`config.mk`:
```
export PLATFORM = sky130hd
export DESIGN_NAME = add_sub_arbiter
export DESIGN_NICKNAME = d
export VERILOG_FILES = /design/src/rtl/add_sub_arbiter_pkg.sv /design/src/rtl/add_sub_arbiter_add_sub.sv /design/src/rtl/add_sub_arbiter.sv
export SDC_FILE = /design/constraint.sdc
export NUM_CORES = 1
export LEC_CHECK = 0
export CAP_MARGIN = 0
export CELL_PAD_IN_SITES_DETAIL_PLACEMENT = 0
export CELL_PAD_IN_SITES_GLOBAL_PLACEMENT = 1
export CORE_UTILIZATION = 34
export DETAILED_ROUTE_END_ITERATION = 10
export PLACE_DENSITY_LB_ADDON = 0.12
export SYNTH_ARGS = -nofsm -noshare
export SYNTH_HDL_FRONTEND = slang
export SYNTH_SLANG_ARGS = --single-unit
```
`constraint.sdc`:
```
create_clock -name clk -period 2 [get_ports clk]
set_input_delay 0.5 -clock clk [delete_from_list [all_inputs] [get_ports clk]]
set_output_delay 0.5 -clock clk [all_outputs]
set_load 0.01 [all_outputs]
```
`src/rtl/add_sub_arbiter_pkg.sv`:
```
// Shared types and constants for the add/sub arbiter slice.
// FSM state encoding and add_sub mode values.
package add_sub_arbiter_pkg;

  localparam logic MODE_ADD = 1'b0;
  localparam logic MODE_SUB = 1'b1;

  typedef enum logic [1:0] {
    ST_IDLE = 2'd0,
    ST_EXEC = 2'd1,
    ST_RESP = 2'd2
  } state_t;

endpackage

```
`src/rtl/add_sub_arbiter_add_sub.sv`:
```
// add_sub: combinational adder/subtractor, {Cout,Sum} = a + (mode ? ~b+1 : b).
// Ports: a, b operands; mode 0=add 1=sub; Sum result; Cout carry (no-borrow on sub).
module add_sub
  import add_sub_arbiter_pkg::*;
#(
  parameter int WIDTH = 4
) (
  input  logic [WIDTH-1:0] a,
  input  logic [WIDTH-1:0] b,
  input  logic             mode,
  output logic [WIDTH-1:0] Sum,
  output logic             Cout
);

  logic [WIDTH-1:0] bx;

  assign bx = (mode == MODE_SUB) ? ~b : b;

  // mode doubles as the +1 carry-in for two's-complement subtract
  assign {Cout, Sum} = {1'b0, a} + {1'b0, bx} + {{WIDTH{1'b0}}, mode};

endmodule

```
`src/rtl/add_sub_arbiter.sv`:
```
// add_sub_arbiter: round-robin share of one add_sub between requesters 0/1.
// Ports: req0_*/req1_* valid/ready ops, res_* tagged result held until res_ready.
module add_sub_arbiter
  import add_sub_arbiter_pkg::*;
#(
  parameter int WIDTH = 4
) (
  input  logic             clk,
  input  logic             rst,
  input  logic             req0_valid,
  input  logic [WIDTH-1:0] req0_a,
  input  logic [WIDTH-1:0] req0_b,
  input  logic             req0_mode,
  output logic             req0_ready,
  input  logic             req1_valid,
  input  logic [WIDTH-1:0] req1_a,
  input  logic [WIDTH-1:0] req1_b,
  input  logic             req1_mode,
  output logic             req1_ready,
  output logic             res_valid,
  output logic [WIDTH-1:0] res_sum,
  output logic             res_cout,
  output logic             res_id,
  input  logic             res_ready
);

  state_t           state, state_nx;
  logic             ptr, ptr_nx;
  logic             g0, g1, ld_res;
  logic [WIDTH-1:0] op_a, op_b;
  logic             op_mode, op_id;
  logic [WIDTH-1:0] sum;
  logic             cout;

  add_sub #(.WIDTH(WIDTH)) u_add_sub (
    .a    (op_a),
    .b    (op_b),
    .mode (op_mode),
    .Sum  (sum),
    .Cout (cout)
  );

  always_comb begin
    state_nx = state;
    ptr_nx   = ptr;
    g0       = 1'b0;
    g1       = 1'b0;
    ld_res   = 1'b0;
    unique case (state)
      ST_IDLE: begin
        // ptr names the requester preferred on contention
        if (req0_valid && (!req1_valid || !ptr)) g0 = 1'b1;
        else if (req1_valid)                     g1 = 1'b1;
        if (g0 || g1) begin
          state_nx = ST_EXEC;
          ptr_nx   = g0;
        end
      end
      ST_EXEC: begin
        ld_res   = 1'b1;
        state_nx = ST_RESP;
      end
      ST_RESP: begin
        if (res_ready) state_nx = ST_IDLE;
      end
      default: state_nx = ST_IDLE;
    endcase
  end

  assign req0_ready = g0 & ~rst;
  assign req1_ready = g1 & ~rst;

  always_ff @(posedge clk) begin
    if (rst) begin
      state     <= ST_IDLE;
      ptr       <= 1'b0;
      op_a      <= '0;
      op_b      <= '0;
      op_mode   <= 1'b0;
      op_id     <= 1'b0;
      res_valid <= 1'b0;
      res_sum   <= '0;
      res_cout  <= 1'b0;
      res_id    <= 1'b0;
    end else begin
      state <= state_nx;
      ptr   <= ptr_nx;
      if (g0 || g1) begin
        op_a    <= g1 ? req1_a    : req0_a;
        op_b    <= g1 ? req1_b    : req0_b;
        op_mode <= g1 ? req1_mode : req0_mode;
        op_id   <= g1;
      end
      if (ld_res) begin
        res_valid <= 1'b1;
        res_sum   <= sum;
        res_cout  <= cout;
        res_id    <= op_id;
      end else if (state == ST_RESP && res_ready) begin
        res_valid <= 1'b0;
      end
    end
  end

endmodule

```
==> impl_metrics.toml <==
[synth]
yosysWarnings = 0
ys_types = 34
synth-seq-cells = 20
async_flop_share_pct = 0
yosys-top-cells-count = "20 x dfxtp_1, 18 x nor4_1, 16 x a21oi_1"
synth_fp_nets = 150
syn_area_um2 = 1080
yosysMostFrequentCell = "dfxtp_1"
syn_area_per_cell_um2 = 8.79
synth_flop_cell = "dfxtp_1"
synth_edf_count = 0
synth.top_cell.area_share_pct = 37.0
syn_inst = 123
yosys.area.top_type = "dfxtp_1"
synthTopCellsByArea = "dfxtp_1 37%, nor4_1 10%, a21oi_1 7.4%"
yosysSeqAreaShare_pct = 37.0

[grt]
grt_pass1_wl_mm = 4.60
grt_overflow = 0
grt_pass1_vias = 1008
grt.total_usage_pct = 17.9
antenna_found_initial = 0
grt_max_degree = 21

[placed_design]
port-buffer-count = 31
gp_congestion = 0.780
placed_area_um2 = 1480
dp_hpwl_mm = 2.08

[routing]
vias_per_cell = 5.49
initialDrtViolationCount = 36
via_count = 1125
ant_nets = 0
routed_wl_mm = 2.85
wl_per_cell_um = 13.9
drc = 0
drtPass1Iterations = 4

[power_and_ir_drop]
leakagePower_nw = 0.588
p_total_mw = 1.11
clkPwrFrac_pct = 22.2
p_int_mw = 0.753
seqPwrFrac_pct = 43.4
swShare_pct = 31.9
power.density_nw_per_um2 = 722
combPwrFrac_pct = 34.4
switchingPower_mw = 0.352
max-vdd-ir-drop_uv = 314

[worst_setup_path]
endpoint_kind = "output pin"
r2r_start = "op_b[0]"
start_kind = "flop"
crit_type = "flop to output pin"
required_ns = 1.50
rr_worst_depth = 5
arrival_ns = 1.48
crit_fanout = 3
endpoint = "req1_ready"
cp-startpoint = "state[0]"
r2r-end = "res_cout"
r2r_slack_ns = 0.24

[timing]
hold_violations = 0
final_max_slew_viol_count = 0
timing.fmax_mhz = 504
setup_viol = 0
final.min_clock_period_ns = 1.98
rsz0062_at_grt = "true"
tightestPinTransition_ns = 0.661
fin_hold_ws_ns = 0.460
min_period_over_period_pct = 99.2
fin_skew_ns = 0.00104
timing.slew.headroom_pct = 55.8

[cells_and_area]
layout-drive-gt1-share_pct = 18.6
finish.utilization_pct = 50.5
diodes = 0
final_cell_area_um2 = 1530
nets = 189
syn_to_final_growth_pct = 41.6

[die]
start_util_pct = 35.7
row_count = 20
coreArea_um2 = 3030
ioPinCount = 32
die_x_um = 58.4
dieArea_um2 = 3410
die_y_um = 58.4

[cts]
cts_sinks = 20
hold_buffers = 0
clock_latency_ns = 0.31
cts_tree = "built"
clk_pin_slew_ns = 0.12
htree_num_levels = 1
cts-buffers-inserted = 3
root_buffer = "clkbuf_4"
clockBufferDepth = 2

[hold_path]
timing.hold.worst.class = "flop to flop"
hold_depth = 2
hp-start = "res_id"

[flow_run]
drv_cap = 0

[outcome]
outcome = "complete, no violations"
==> worst max-delay path, stage by stage (launching register included) <==
cell	delay (ns)
dfxtp_2	0.34
or2_1	0.24
or3_4	0.37
nor2_1	0.09
buf_2	0.13
==> registers in the layout (all words and copies together) (netlist names) <==
| signal | count |
|---|---|
| op_id | 1 |
| op_a | 4 |
| ptr | 1 |
| res_id | 1 |
| res_cout | 1 |
| res_valid | 1 |
| state | 2 |
| res_sum | 4 |
| op_b | 4 |
| op_mode | 1 |
==> worst min path at each step <==
stage               slack (ns)  endpoint
floorplan                 0.43    res_id
global placement          0.44    res_id
detailed placement        0.45    res_id
CTS                       0.46    res_id
global route              0.49    res_id
finish                    0.46    res_id
==> routing by layer <==
metal	vias up	wire length (µm)	GRT usage, %
met5	-	0	0
met4	0	52	8.16
met3	5	134	2.64
met2	37	1370	29.7
met1	532	1300	23.0
li1	551	-	-
==> what timing repair did <==
action                                 4_1_cts  5_1_grt
pin swaps                                    2        2
resized for setup                           15        0
setup endpoints to repair                    2        2
setup buffers                                3        0
endpoints found under the hold margin        0        0
==> metrics by stage <==
stage	setup WS [ns]	instances	setup TNS [ns]
after CTS	-0.00882	205	-0.00882
after detailed placement	-0.716	199	-1.39
after global placement	-0.691	199	-1.32
after floorplan	0.199	123	0
after global routing	-0.0496	205	-0.0935
final	0.0166	205	0
==> cell usage in the layout (no fill, tap or decap), types with 2 or more instances in the layout <==
cell type	instances
clkdlybuf4s50_1	27
nor4_1	18
dfxtp_1	18
a21oi_1	16
buf_4	14
a2111oi_0	9
nand2_1	6
nor2_1	4
xor2_1	3
inv_1	3
ha_1	3
clkbuf_4	3
nor2b_1	2
xnor2_1	2
a211oi_1	2
a21o_1	2
o21ai_0	2
dlygate4sd2_1	2
buf_2	2
dfxtp_2	2
==> cell families after synthesis <==
family | Yosys count | synth area share, %
fa+ha+maj | 4 | 5.32
flops | 20 | 37.0
xor+xnor | 5 | 4.05
compound gates | 35 | 21.6
simple gates | 44 | 24.5
buf+inv | 14 | 6.37
mux | 1 | 1.04
==> power by group through the flow <==
| stage | registers, mW | logic [mW] | clock network [mW] |
|---|---|---|---|
| 2_1_floorplan | 0.490 | 0.217 | 0 |
| 3_3_place_gp | 0.487 | 0.365 | 0 |
| 3_5_place_dp | 0.488 | 0.371 | 0 |
| 4_1_cts | 0.480 | 0.381 | 0.251 |
| 5_1_grt | 0.485 | 0.419 | 0.265 |
| 6_report | 0.480 | 0.380 | 0.246 |
==> final cells by class <==
cell class	count	area [µm²]
clock buffers	4	36.3
fillers	317	1500
inverters	3	11.3
multi-input cells	89	622
flip-flops and latches	20	403
well taps	44	55.1
repair buffers	45	403
Note: power is estimated with default switching activity, not from simulation.
